==> src/rtl/sorted_node_reader.sv <==
// sorted_node_reader: streams the ascending even/odd sorted RAM pair as 36-bit frames.
// Optional SKIP_ZERO_FREQ_EN drops zero-frequency entries without presenting them.
module sorted_node_reader #(
   parameter int ADDR_W = 7,
   parameter int DATA_W = 36,
   parameter int FREQ_W = 27
) (
   input  logic              clk,
   input  logic              rstN,
   input  logic              read_start,
   output logic              read_done,
   output logic              sorted_even_wea,
   output logic [ADDR_W-1:0] sorted_even_addra,
   output logic [DATA_W-1:0] sorted_even_dina,
   input  logic [DATA_W-1:0] sorted_even_douta,
   output logic              sorted_odd_wea,
   output logic [ADDR_W-1:0] sorted_odd_addra,
   output logic [DATA_W-1:0] sorted_odd_dina,
   input  logic [DATA_W-1:0] sorted_odd_douta,
   output logic              node_valid,
   input  logic              node_ready,
   output logic [DATA_W-1:0] node_data,
   output logic              node_last,
   output logic [8:0]        leaf_cnt,
   output logic              order_err
);
   typedef enum logic [2:0] {IDLE, FETCH, LATCH, EMIT_E, EMIT_O, DONE} state_t;
   state_t state, state_nxt;
   logic read_start_d1, start_acc, emit, skip, accept, adv, last_pair, first;
   logic [ADDR_W-1:0] pair_addr;
   logic [DATA_W-1:0] pair_e, pair_o, cur;
   logic [FREQ_W-1:0] cur_freq, last_freq;
   assign start_acc = (state == IDLE || state == DONE) && read_start && !read_start_d1;
   assign emit = state == EMIT_E || state == EMIT_O;
   assign cur = state == EMIT_O ? pair_o : pair_e;
   assign cur_freq = cur[FREQ_W-1:0];
`ifdef SKIP_ZERO_FREQ_EN
   assign skip = emit && cur_freq == '0;
`else
   assign skip = 1'b0;
`endif
   assign node_valid = emit && !skip;
   assign node_data = emit ? cur : '0;
   assign accept = node_valid && node_ready;
   assign adv = accept || skip;
   assign last_pair = pair_addr == '1;
   assign node_last = node_valid && state == EMIT_O && last_pair;
   assign read_done = state == DONE;
   assign sorted_even_wea = 1'b0;
   assign sorted_odd_wea = 1'b0;
   assign sorted_even_dina = '0;
   assign sorted_odd_dina = '0;
   assign sorted_even_addra = pair_addr;
   assign sorted_odd_addra = pair_addr;
   always_ff @(posedge clk or negedge rstN)
      if (!rstN) state <= IDLE;
      else state <= state_nxt;
   always_comb begin
      state_nxt = state;
      case (state)
         IDLE:    state_nxt = start_acc ? FETCH : IDLE;
         FETCH:   state_nxt = LATCH;
         LATCH:   state_nxt = EMIT_E;
         EMIT_E:  state_nxt = adv ? EMIT_O : EMIT_E;
         EMIT_O:  state_nxt = adv ? (last_pair ? DONE : FETCH) : EMIT_O;
         DONE:    state_nxt = start_acc ? FETCH : DONE;
         default: state_nxt = IDLE;
      endcase
   end
   always_ff @(posedge clk or negedge rstN) begin
      if (!rstN) begin
         read_start_d1 <= 1'b0;
         pair_addr <= '0;
         pair_e <= '0;
         pair_o <= '0;
         last_freq <= '0;
         first <= 1'b0;
         leaf_cnt <= '0;
         order_err <= 1'b0;
      end else begin
         read_start_d1 <= read_start;
         if (start_acc) begin
            pair_addr <= '0;
            leaf_cnt <= '0;
            order_err <= 1'b0;
            first <= 1'b1;
         end
         if (state == LATCH) begin
            pair_e <= sorted_even_douta;
            pair_o <= sorted_odd_douta;
         end
         if (state == EMIT_O && adv && !last_pair) pair_addr <= pair_addr + 1'b1;
         // first entry of a pass has no predecessor to compare against
         if (accept) begin
            leaf_cnt <= leaf_cnt == 9'd256 ? leaf_cnt : leaf_cnt + 9'd1;
            first <= 1'b0;
            last_freq <= cur_freq;
            if (!first && cur_freq < last_freq) order_err <= 1'b1;
         end
      end
   end
endmodule
==> config.mk <==
export PLATFORM = sky130hd
export DESIGN_NAME = sorted_node_reader
export DESIGN_NICKNAME = d
export VERILOG_FILES = /design/src/rtl/sorted_node_reader.sv
export SDC_FILE = /design/constraint.sdc
export NUM_CORES = 1
export LEC_CHECK = 0
export BUFFER_PORTS_ARGS = -buffer_cell sky130_fd_sc_hd__buf_2
export CORE_ASPECT_RATIO = 1.75
export CORE_MARGIN = 2
export CORE_UTILIZATION = 25
export DETAILED_ROUTE_END_ITERATION = 8
export PLACE_DENSITY = 0.44
export RECOVER_POWER = 50
export SLEW_MARGIN = 20
export SYNTH_ARGS = -nofsm -noshare
export SYNTH_HDL_FRONTEND = slang
export SYNTH_SLANG_ARGS = --single-unit
==> constraint.sdc <==
create_clock -name clk -period 3.8 [get_ports clk]
set_clock_uncertainty 0.2 [all_clocks]
set_input_delay 0.38 -clock clk [delete_from_list [all_inputs] [get_ports clk]]
set_output_delay 0.38 -clock clk [all_outputs]
set_load 0.03 [all_outputs]
# Yosys cells after proc, flatten, opt, wreduce, memory -nomap -nowiden
# Cells that the tools add are included.
[totals]
in_bits = 76
regBits = 121
output_inout_bits = 137
elab_cells = 55
[classes]
n_lt_le_gt_ge = 1
n_addsub = 2
reduce_logical = 17
mux = 18
eq_ne = 8
[op_table]
columns = ["op", "count"]
rows = [
  ["2-to-1 mux 36 bit", 2],
  ["< comparator 27 bit", 1],
  ["2-to-1 mux 9 bit", 3],
  ["case mux 3 bit (6 select lines)", 1],
  ["2-to-1 mux 7 bit", 2],
  ["2-to-1 mux 3 bit", 4],
  ["adder 9 x 1 -> 9 bit, second input constant", 1],
  ["== test 9 bit, second input constant", 1],
  ["logical AND 1 bit", 8],
  ["adder 7 x 1 -> 7 bit, second input constant", 1],
  ["== test 7 bit, second input constant", 1],
  ["== test 3 x 2 -> 1 bit, second input constant", 2],
  ["== test 3 bit, second input constant", 2],
  ["2-to-1 mux 1 bit", 6],
  ["nonzero test 2 bit", 2],
  ["== test 3 x 1 -> 1 bit, second input constant", 1],
  ["zero test 1 bit", 3],
  ["zero test 3 bit", 1],
  ["logical OR 1 bit", 2],
  ["!= test 2 bit, second input constant", 1],
  ["AND reduction 2 bit", 1],
]

# Depth between registers and ports, before layout
[depth]
depth_word = 7
ltp_mapped = 12
mapped_depth_nobuf = 9

# Worst setup path after synthesis
# No wires, ideal clock.
[synth_timing]
path_type = "reg-to-reg"
start = "reg state[0]"
end = "reg order_err"
setup_time_ns = 0.082
arrival_ns = 2.919
n_path_buf = 3
synth_period_minus_slack_ns = 3.201
stages_incl_launch_ff = 13
t_required_ns = 3.518
path_slack_ns = 0.599
path_cell_list = "dfrtp_1 buf_4 nor3b_2 buf_6 buf_2 mux2i_1 inv_1 ha_1 a21oi_1 o21ai_0 or4_1 or3_1 a31oi_1"
[synth_between]
word_cells_on_any_way = 15
classes_between = "order compare (1); eq/ne (3); mux (4); reduce/logical (7)"
[synth_lines]
columns = ["item", "line_no", "source"]
rows = [
  ["from (decl)", "28", "state_t state, state_nxt;"],
  ["from (signal assigned)", "57", "else state <= state_nxt;"],
  ["== test 3 bit", "35", "assign cur = state == EMIT_O ? pair_o : pair_e;"],
  ["2-to-1 mux 36 bit", "35", ""],
  ["named net cur[14]", "31", "logic [DATA_W-1:0] pair_e, pair_o, cur;"],
  ["< comparator 27 bit", "98", "if (!first && cur_freq < last_freq) order_err <= 1'b1;"],
  ["logical AND 1 bit", "98", ""],
  ["2-to-1 mux 1 bit", "98", ""],
  ["2-to-1 mux 1 bit", "94", "if (accept) begin"],
  ["to (signal assigned)", "79", "order_err <= 1'b0;"],
  ["to (signal assigned)", "85", "order_err <= 1'b0;"],
  ["to (signal assigned)", "98", ""],
  ["to (decl)", "25", "output logic order_err"],
]
# The timed path passes the listed nets, and every way through them passes these cells.
# A chain may end at the register's enable or synchronous reset.

# Worst setup path in the final report
[layout_timing]
start = "reg state[1]"
end = "reg order_err"
# Same word-level chain as after synthesis.

==> results.md <==
* Post-synth EDFFs at 0
* Total power per unit cell area at 859 nW/um2
* Number of synthesized register bits at 121
* Overall Power at 7610 uW
* Number of fillers in the final layout at 2710
* Overall via count from detail_route at 5151
* Die ar. at 28300 um2
* Multiplexer share of the synthesized area at 0.167
* Post CTS Setup Buffer Count at 0
* Placeable core region at 26500 um2
* Reported max-cap violation count at 0
* Final critical-path share of the clock period at 0.884
* Overall die width at 128 um
* Net total in the final layout at 976
* Post-route insts no fill at 1208
* Yosys warning count at 0
* CTS tree: yes
* End of the worst hold path: pair_o[7]
* Die Height at 221 um
* Fmax at 298 MHz
* Setup TNS after final layout at 0 ns
* Total Wirelength at 17000 um
* Number of antenna repair diodes at 0
* Final Hold Vio Count at 0
* Antenna violations before repair at 0
* Remaining design rule violation count at 0
* Most used standard cell by instance count after synthesis: dfrtp_1
* Worst hold start: sorted_odd_douta[7]
* Routed via count divided by cell count at 4.26
* Main combinational cell family by area after synthesis: multiplexers
* HPWL Detailed at 12400 um
* Total iterations of the first detailed-routing run at 4
* Worst Setup End Kind: flop
* Top-area cell type share of the netlist area at 0.450
* Antenna-violating nets left at 0
* Kind of launch point of the worst setup path: flop
* Gr ovfl total at 0
* Class of the most critical hold timing path: in -> reg
* Number of H-tree levels at 4
* Path depth of the worst reg2reg path at 11
* Relative max-transition margin at 0.0706
* Maximum number of buffers from clock root to sink at 2
* First-pass GRT wire length at 27100 um
* Simple-gate area share of the yosys netlist at 0.104
* Initial DRC count at 88
* Initial Util at 0.254
* Required time of the critical path at 3.95 ns
* Final setup violation count at 0
* Slack of the worst reg-to-reg path at 0.44 ns
* Multi-input gate area at 3020 um2
* Commonest cells in the netlist: dfrtp_1, buf_4, mux2_2
* Final Max Slew Viols at 0
* Hold Path Cell Cnt at 2
* Number of buffers created by CTS at 17
* Leading area contributor after synthesis: dfrtp_1
* Routability congestion estimate from global placement at 0.758
* Boundary pin count at 213
* Area growth syn-to-layout at 31.6%
* Via count of the first global-routing pass at 5237
* Port buffer count at 138
* Sequential cell area at 3030 um2
* Buffer type at the clock tree root: clkbuf_16
* Per-instance average area after synthesis at 10.3 um2
* Number of distinct library cell variants in the gate-level netlist after synthesis at 50
* Worst r2r src: state[1]
* Max VDD drop at 411 uV
* Share of the synthesized area in compound gates (AO/OA/AOI/OAI) at 0.0716
* Min Tclk post-route at 3.36 ns
* Share of post-route cells with drive strength above 1 at 0.281
* Adder-cell share of the synthesized area at 0.0539
* RSZ-0062 raised after global routing: false
* Worst flop-to-flop path endpoint: order_err
* Post-synthesis share of cell area spent on xor and xnor gates at 0.00911
* Predominant post-synthesis flop cell: dfrtp_1
* Biggest area contributors in the synthesized netlist: dfrtp_1, mux2_2, buf_4
* GR Util All Layers at 0.125
* Pin slew with the least headroom to its limit at 1.39 ns
* Row cnt at 79
* Clk sink count at 121
* Lkg Pwr at 0.00422 uW
* Largest fanout on the critical path at 10
* Proportion of synthesized chip area in sequential cells at 0.450
* WL/cell at 14.1 um
* Arrival time of data at the critical path endpoint at 3.51 ns
* Status: completed
* Largest net degree at the start of global routing at 73
* Area of the mapped netlist at 6730 um2
* Insertion delay of the later-clocked pin in the worst-skew pair at 0.42 ns
* Synthesized instance count at 653
* Share of flip-flops with an asynchronous set or reset after synthesis at 1.00
* Post-layout util at 0.334
* Post-CTS clock slew at the launch and capture registers of the worst setup and hold paths at 0.06 ns
* Crit Path Category: reg -> reg
* Placed insts at 1106
-- stage by stage --
step / hold WS, ns / area (um2) / setup slack (ns)
finish: 0.0201 / 8850 / 0.442
global route: 0.000237 / 8850 / 0.190
CTS: 0.000317 / 8920 / 0.361
detailed placement: 0.267 / 7600 / 0.353
global placement: 0.263 / 7600 / 0.415
floorplan: -0.116 / 7000 / 0.599
-- layout by cell type, fill, tap and decap left out, types with 2 or more instances in the layout --
cell             n
xor2_1           2
nand2_1         66
dfrtp_1        121
buf_2          112
nor3_1           3
a21oi_1         23
clkinvlp_4       4
bufinv_16        3
conb_1          74
o21ai_0         34
nand3_1          6
clkbuf_16       17
nor4_1           2
nor2_1          43
a2111oi_0        2
clkbuf_8         4
ha_1            29
clkbuf_1        29
xnor2_1          5
nand2b_1         2
nor2b_1          2
buf_4           22
or4_1            2
inv_1           57
nand3b_1         2
mux2_2          74
a21o_1           4
nand4_1          9
nor4b_1          2
mux2i_1         29
dlygate4sd3_1   70
clkbuf_2         2
a31oi_1          3
-- sequential cells by signal, indices dropped and copies added, names as in the netlist, 3 cells and up --
| name | flops |
|---|---|
| last_freq | 27 |
| leaf_cnt | 9 |
| pair_e | 36 |
| sorted_even_addra | 7 |
| state | 3 |
| pair_o | 36 |
-- timing repair --
item	in CTS	in global routing
hold endpoints to repair	120	1
hold buffers	69	1
resized for setup	0	0
-- worst max-delay path: stages, from the launching register on --
cell and delay [ns]:
dfrtp_1 0.40, nor3b_4 0.58, buf_4 0.29, buf_4 0.16, mux2i_1 0.27, inv_1 0.07, ha_1 0.18, a21oi_1 0.13
nor3_1 0.08, or4_1 0.38, or3_1 0.39, a31oi_1 0.13
-- kinds of logic after synthesis --
| logic type | count (synthesis) |
|---|---|
| AND/OR/NAND/NOR | 149 |
| buffers and inverters | 165 |
| XOR/XNOR | 7 |
| adder cells (fa/ha/maj) | 29 |
| multiplexers | 103 |
| AO/OA/AOI/OAI | 78 |
| other | 1 |
| flip-flops | 121 |
-- cell type report --
cell class	instances	share of cell area
multi-input combinational	440	0.342
sequential	121	0.342
clock buffer	23	0.0551
timing repair buffer	234	0.176
clock inverter	9	0.0155
tap	324	0.0458
inverter	57	0.0242
-- where the power goes --
part | switching [uW] | internal, uW | total, uW
clock network | 610 | 1100 | 1710
registers | 331 | 1890 | 2220
logic | 2160 | 1510 | 3670
-- layer usage --
| metal | wire length (um) | share of wire | global-route usage |
|---|---|---|---|
| met5 | 0 | 0 | 0 |
| met4 | 589 | 0.035 | 0.0617 |
| met3 | 744 | 0.044 | 0.0334 |
| met2 | 9120 | 0.54 | 0.228 |
| met1 | 6560 | 0.39 | 0.130 |
-- worst max-delay path by stage --
stage / from / end / slack [ns] / cells past startpoint
2_1_floorplan: state[0] / order_err / 0.60 / 12
3_3_place_gp: state[1] / order_err / 0.41 / 11
3_5_place_dp: state[1] / order_err / 0.35 / 11
4_1_cts: state[1] / order_err / 0.36 / 11
5_1_grt: state[1] / order_err / 0.19 / 11
6_report: state[1] / order_err / 0.44 / 11
No activity file was read; power rests on OpenSTA's default activity.
